`config.mk`:
```
export PLATFORM = sky130hd
export DESIGN_NAME = vram_bg_fetcher_flat
export DESIGN_NICKNAME = d
export VERILOG_FILES = /design/src/rtl/vram_bg_fetcher_if.sv /design/src/rtl/vram_bg_fetcher.sv /design/src/flat_wrapper.sv
export SDC_FILE = /design/constraint.sdc
export NUM_CORES = 1
export LEC_CHECK = 0
export CAP_MARGIN = 20
export CORE_AREA = 3 3 95 165
export CTS_CLUSTER_SIZE = 20
export DETAILED_ROUTE_END_ITERATION = 8
export DIE_AREA = 0 0 98 168
export PLACE_DENSITY_LB_ADDON = 0.1
export SLEW_MARGIN = 10
export SYNTH_ARGS = -nofsm -noshare
export SYNTH_HDL_FRONTEND = slang
export SYNTH_SLANG_ARGS = --single-unit
```
`constraint.sdc`:
```
create_clock -name clock -period 2.3 [get_ports clock]
set_input_delay 0.575 -clock clock [delete_from_list [all_inputs] [get_ports clock]]
set_output_delay 0.575 -clock clock [all_outputs]
set_load 0.02 [all_outputs]
```
`src/rtl/vram_bg_fetcher_if.sv`:
```
// rtl/vram_bg_fetcher_if.sv - VRAM read port and pixel output stream of the background fetcher
interface vram_bg_fetcher_if;
  logic [12:0] vram_addr;
  logic        vram_rd;
  logic [7:0]  vram_q;
  logic [1:0]  pix;
  logic        pix_valid;
  logic        pix_ready;

  modport master (
    output vram_addr, vram_rd, pix, pix_valid,
    input  vram_q, pix_ready
  );

  modport slave (
    input  vram_addr, vram_rd, pix, pix_valid,
    output vram_q, pix_ready
  );
endinterface

```
`src/rtl/vram_bg_fetcher.sv`:
```
// rtl/vram_bg_fetcher.sv - fetches one 160-pixel background scanline from VRAM into a pixel FIFO
module vram_bg_fetcher (
  input  logic              clock,
  input  logic              reset,
  input  logic              start,
  input  logic [7:0]        line_y,
  input  logic [7:0]        scx,
  input  logic              map_sel,
  input  logic              tile_sel,
  output logic              busy,
  vram_bg_fetcher_if.master bus
);

  typedef enum logic [2:0] {
    IDLE, MAP_A, MAP_D, LO_A, LO_D, HI_A, HI_D, PUSH
  } state_t;

  state_t      state, state_nxt;

  // Line parameters captured when a fetch is accepted
  logic [7:0]  ly_q;
  logic [4:0]  sx_q;
  logic        map_sel_q;
  logic        tile_sel_q;

  // Tile counter and per-tile fetched bytes
  logic [4:0]  n;
  logic [7:0]  tile_idx;
  logic [7:0]  lo_q;
  logic [7:0]  hi_q;
  logic [12:0] addr_hold;

  // Pixel FIFO: 16 x 2-bit ring buffer
  logic [1:0]  fifo_mem [16];
  logic [1:0]  push_pix [8];
  logic [3:0]  rd_ptr;
  logic [3:0]  wr_ptr;
  logic [4:0]  count;

  logic        accept;
  logic        push;
  logic        pop;
  logic        is_a;
  logic [4:0]  tx;
  logic [12:0] map_addr;
  logic [12:0] lo_addr;
  logic [12:0] cur_addr;

  // Only the coarse scroll (whole tiles) matters to the fetcher
  logic        unused_scx_lo;
  assign unused_scx_lo = ^scx[2:0];

  assign busy   = (state != IDLE) || (count != 5'd0);
  assign accept = (state == IDLE) && !busy && start;
  assign push   = (state == PUSH) && (count <= 5'd8);
  assign pop    = bus.pix_valid && bus.pix_ready;

  // 5-bit add wraps the tile column without touching the row field
  assign tx       = sx_q + n;
  assign map_addr = (map_sel_q ? 13'h1C00 : 13'h1800) + {3'b000, ly_q[7:3], tx};
  assign lo_addr  = tile_sel_q
                  ? {1'b0, tile_idx, 4'b0000} + {9'd0, ly_q[2:0], 1'b0}
                  : 13'h1000 + {tile_idx[7], tile_idx, 4'b0000} + {9'd0, ly_q[2:0], 1'b0};

  assign bus.vram_rd   = is_a;
  assign bus.vram_addr = cur_addr;
  assign bus.pix_valid = (count != 5'd0);
  assign bus.pix       = (count != 5'd0) ? fifo_mem[rd_ptr] : 2'b00;

  // Pixel order within a tile: leftmost pixel is bit 7 of each plane
  always_comb begin
    for (int i = 0; i < 8; i++) begin
      push_pix[i] = {hi_q[3'(7 - i)], lo_q[3'(7 - i)]};
    end
  end

  // State register
  always_ff @(posedge clock) begin
    if (reset) state <= IDLE;
    else       state <= state_nxt;
  end

  // Next state and VRAM strobe/address; address holds outside *_A states
  always_comb begin
    state_nxt = state;
    is_a      = 1'b0;
    cur_addr  = addr_hold;
    case (state)
      IDLE:  if (accept) state_nxt = MAP_A;
      MAP_A: begin
        is_a      = 1'b1;
        cur_addr  = map_addr;
        state_nxt = MAP_D;
      end
      MAP_D: state_nxt = LO_A;
      LO_A: begin
        is_a      = 1'b1;
        cur_addr  = lo_addr;
        state_nxt = LO_D;
      end
      LO_D:  state_nxt = HI_A;
      HI_A: begin
        is_a      = 1'b1;
        cur_addr  = {lo_addr[12:1], 1'b1};
        state_nxt = HI_D;
      end
      HI_D:  state_nxt = PUSH;
      PUSH:  if (push) state_nxt = (n < 5'd19) ? MAP_A : IDLE;
      default: state_nxt = IDLE;
    endcase
  end

  // Line parameters, tile counter and captured VRAM bytes
  always_ff @(posedge clock) begin
    if (reset) begin
      ly_q       <= 8'd0;
      sx_q       <= 5'd0;
      map_sel_q  <= 1'b0;
      tile_sel_q <= 1'b0;
      n          <= 5'd0;
      tile_idx   <= 8'd0;
      lo_q       <= 8'd0;
      hi_q       <= 8'd0;
      addr_hold  <= 13'd0;
    end else begin
      if (accept) begin
        ly_q       <= line_y;
        sx_q       <= scx[7:3];
        map_sel_q  <= map_sel;
        tile_sel_q <= tile_sel;
        n          <= 5'd0;
      end
      if (is_a) addr_hold <= cur_addr;
      if (state == MAP_D) tile_idx <= bus.vram_q;
      if (state == LO_D)  lo_q     <= bus.vram_q;
      if (state == HI_D)  hi_q     <= bus.vram_q;
      if (push) n <= n + 5'd1;
    end
  end

  // FIFO pointers and occupancy; push of 8 and pop of 1 may coincide
  always_ff @(posedge clock) begin
    if (reset) begin
      rd_ptr <= 4'd0;
      wr_ptr <= 4'd0;
      count  <= 5'd0;
    end else begin
      if (push) wr_ptr <= wr_ptr + 4'd8;
      if (pop)  rd_ptr <= rd_ptr + 4'd1;
      count <= count + (push ? 5'd8 : 5'd0) - (pop ? 5'd1 : 5'd0);
    end
  end

  // FIFO storage; contents are don't-care while count is zero
  always_ff @(posedge clock) begin
    if (push) begin
      for (int i = 0; i < 8; i++) begin
        fifo_mem[wr_ptr + 4'(i)] <= push_pix[i];
      end
    end
  end

endmodule

```
`src/flat_wrapper.sv`:
```
// flat-port wrapper written by rule: the top's interface ports become plain ports
module vram_bg_fetcher_flat 
  (clock, reset, start, line_y, scx, map_sel, tile_sel, busy, bus_vram_addr, bus_vram_rd, bus_pix, bus_pix_valid, bus_vram_q, bus_pix_ready);
  vram_bg_fetcher_if bus_i ();
  input  logic clock;
  input  logic reset;
  input  logic start;
  input  logic [7:0] line_y;
  input  logic [7:0] scx;
  input  logic map_sel;
  input  logic tile_sel;
  output logic busy;
  output wire logic [$bits(bus_i.vram_addr)-1:0] bus_vram_addr;
  output wire logic [$bits(bus_i.vram_rd)-1:0] bus_vram_rd;
  output wire logic [$bits(bus_i.pix)-1:0] bus_pix;
  output wire logic [$bits(bus_i.pix_valid)-1:0] bus_pix_valid;
  input wire logic [$bits(bus_i.vram_q)-1:0] bus_vram_q;
  input wire logic [$bits(bus_i.pix_ready)-1:0] bus_pix_ready;
  assign bus_vram_addr = bus_i.vram_addr;
  assign bus_vram_rd = bus_i.vram_rd;
  assign bus_pix = bus_i.pix;
  assign bus_pix_valid = bus_i.pix_valid;
  assign bus_i.vram_q = bus_vram_q;
  assign bus_i.pix_ready = bus_pix_ready;
  vram_bg_fetcher u_core (.clock(clock), .reset(reset), .start(start), .line_y(line_y), .scx(scx), .map_sel(map_sel), .tile_sel(tile_sel), .busy(busy), .bus(bus_i));
endmodule
```
==> results.yml, run 1 <==
power_and_ir_drop:
  comb_power_share_pct: 44.6
  pwr-share-seq_pct: 32.2
  p_clk_share_pct: 23.2
  p_int_mw: 3.69
  p_leak_nw: 2.10
  cellPowerDensity_nw_per_um2: 1130
  power_mw: 5.69
  p_sw_share_pct: 35.1
  switchingPower_mw: 2.00
  peakVddDrop_v: 0.000705
logic_synthesis:
  syn-num-nets: 408
  synth_seq_cells: 81
  yosysUniqueCellTypes: 50
  ys_warn_count: 0
  synth_area_per_cell_um2: 9.95
  synth_common_cells: "dfxtp_1 (65), nor2_1 (42), nand2_1 (35), a21oi_1 (28), mux2i_1 (21)"
  yosysMostFrequentCell: "dfxtp_1"
  synth_edf_count: 16
  netlist_area_um2: 3590
  synth_top_area_share_pct: 36.2
  synth_area_leader_cell: "dfxtp_1"
  async_flop_share_pct: 0
  ys_seq_area_share_pct: 49.6
  synthFlopType: "dfxtp_1"
  yosys-top-cells-area: "dfxtp_1 (36%), edfxtp_1 (13%), mux2i_1 (5.8%), ha_1 (5.2%), nor2_1 (4.4%)"
  netlist_instances: 361
worst_setup_path:
  end_kind: "output port"
  r2r_end: "u_core.count[3]"
  worst_setup_path_start_kind: "flop"
  r2r_slack_ns: 0.08
  critPathKind: "flop to output port"
  rr_startpoint: "u_core.count[2]"
  cp_max_fo: 2
  required_ns: 1.73
  r2r_cells: 10
  critical_path_arrival_ns: 1.95
route:
  ant_nets: 0
  routedWlPerCell_um: 13.8
  drt_iter0_drc: 136
  wirelength_um: 8750
  drcViolationCount: 0
  first_pass_iters: 4
  routed_via_density: 4.49
  num_vias: 2844
hold_path:
  hp-start: "u_core.hi_q[0]"
  holdPathStages: 0
  hold_path_class: "flop to flop"
  min_to: "u_core.fifo_mem[15][1]"
global_routing:
  antenna_found_initial: 0
  grt_max_degree: 66
  grt_pass1_wl_um: 14300
  grt_pass1_vias: 2904
  grt_overflow: 0
  grt_usage_pct: 10.9
sta:
  rsz0062_at_grt: "true"
  drv_slew: 0
  slew_headroom_pct: 72.9
  fmax_ghz: 0.397
  finalCritPeriodShare_pct: 110
  period_needed_ns: 2.52
  skew_ns: 0.00450
  worst_slew_pin_slew_ns: 0.404
  fin_tns_setup_ns: -1.21
  setup_ws_ns: -0.220
  hold_viol: 0
  finalSetupViolCount: 11
placed_design:
  portBuffers: 44
  placed_cells: 611
  hpwl_um: 6250
  place_congestion: 0.748
cells_and_area:
  layout-drive-gt1-share_pct: 27.5
  antennaDiodeCount: 0
  fin_cells: 634
  fin_util_pct: 34.7
  flow.area_growth_from_synthesis_pct: 39.6
  nNetsFinal: 496
clock_network:
  cts_made_buffers: 9
  cts.sinks: 81
  htree_levels: 3
  cts-root-buf: "clkbuf_16"
  insertion_delay_ns: 0.33
  clkTransAtPathRegs_ns: 0.06
  cts.path.max_buffers: 2
  cts_tree: "built"
status:
  status: "complete, but fails checks"
  violations: "negative setup slack"
run:
  drv_cap: 0
floorplanning:
  die_x_um: 98
  die_h_um: 168
  initial_core_util_pct: 24.9
  ioPinCount: 48
  dieArea_um2: 16500
  rows: 58
  core_area_um2: 14400
-- per-layer routing --
metal / track usage (%) / share of wire [%] / wire length (um) / vias to the layer above
li1: - / - / - / 1435
met1: 11.8 / 40 / 3510 / 1359
met2: 20.4 / 55 / 4800 / 42
met3: 2.16 / 3.6 / 315 / 8
met4: 4.34 / 1.4 / 123 / 0
met5: 0 / 0 / 0 / -
-- power groups by stage --
stage	clock, mW	sequential [mW]	combinational, mW
after floorplan	0	1.80	1.36
after global placement	0	1.84	2.26
after detailed placement	0	1.84	2.28
after CTS	1.37	1.83	2.47
after global routing	1.43	1.87	2.81
final	1.32	1.83	2.54
-- worst max-delay path by stage --
stage	from	end	slack (ns)	cells past startpoint
2_1_floorplan	u_core.count[1]	u_core.count[4]	0.03	9
4_1_cts	u_core.state[1]	bus_vram_addr[1]	-0.23	7
3_5_place_dp	u_core.n[0]	bus_vram_addr[4]	-0.41	7
6_report	u_core.sx_q[0]	bus_vram_addr[2]	-0.22	7
5_1_grt	u_core.state[1]	bus_vram_addr[7]	-0.32	8
3_3_place_gp	u_core.sx_q[0]	bus_vram_addr[4]	-0.42	7
-- through the flow --
| stage | setup WS, ns | area [um2] | hold WS (ns) |
|---|---|---|---|
| CTS | -0.227 | 4940 | 0.457 |
| detailed placement | -0.411 | 4520 | 0.442 |
| global placement | -0.420 | 4520 | 0.436 |
| finish | -0.220 | 5010 | 0.455 |
| global route | -0.319 | 5010 | 0.476 |
| floorplan | 0.0278 | 3600 | 0.425 |
-- sequential cells by signal, indices dropped and copies added, names as in the netlist, named ones only --
signal             flops
u_core.tile_sel_q      1
u_core.tile_idx        8
u_core.wr_ptr          1
u_core.hi_q            4
u_core.n               5
u_core.state           3
u_core.sx_q            5
u_core.fifo_mem       16
u_core.map_sel_q       1
u_core.count           5
u_core.addr_hold      13
u_core.lo_q            4
u_core.ly_q            8
u_core.rd_ptr          4
-- cells by family (layout without fill, tap and decap cells) --
family | Yosys count | in the layout | share of synthesized area, %
and+or+nand+nor | 127 | 127 | 16.5
adders and majority gates | 17 | 17 | 6.34
AOI/OAI and AO/OA | 66 | 66 | 12.8
buffers and inverters | 36 | 129 | 4.07
muxes | 26 | 26 | 8.67
xor gates and xnor gates | 8 | 8 | 1.95
DFF | 81 | 81 | 49.6
-- layout make-up --
type,instances,area (um2)
Multi-Input combinational cell,244,1790
Fill cell,1481,9430
Inverter,18,67.6
Clock buffer,10,229
Tap cell,180,225
Sequential cell,81,1800
Timing Repair Buffer,95,861
Clock inverter,6,43.8
-- critical path, stage by stage, from the launching register on --
cell and delay, ns:
dfxtp_4 0.35, ha_4 0.16, fa_2 0.35, buf_6 0.13
xnor2_2 0.12, nor2_1 0.06, a221o_1 0.29, buf_6 0.14
-- layout by cell type (no fill, tap or decap), types with 5 or more instances in the layout --
cell             synthesis  routed
clkbuf_16                0       9
mux2i_1                 21      20
nor2b_1                 11      11
edfxtp_1                16      16
buf_4                    1      43
buf_6                    0      14
nand2_1                 35      35
a21oi_1                 28      25
ha_1                    15      11
dfxtp_1                 65      60
nor2_1                  42      40
nand3_1                 20      18
inv_1                   17      14
a222oi_1                 5       5
clkdlybuf4s50_1          0      25
buf_2                    4       8
o21ai_0                  8       7
nand2b_1                 5       5
-- timing repair --
item	in CTS	in global routing
hold buffers	0	0
cloned	0	0
setup buffers	3	4
setup endpoints to repair	20	20
pin swaps	12	14
resized for setup	110	21
Power figures use the tool's default switching activity.
==> inputs of run 2 (changes only) <==
- SLEW_MARGIN: 10 -> not set
==> results of run 2 <==
No change in the layout: final DEF, timing and power equal those of run 1.
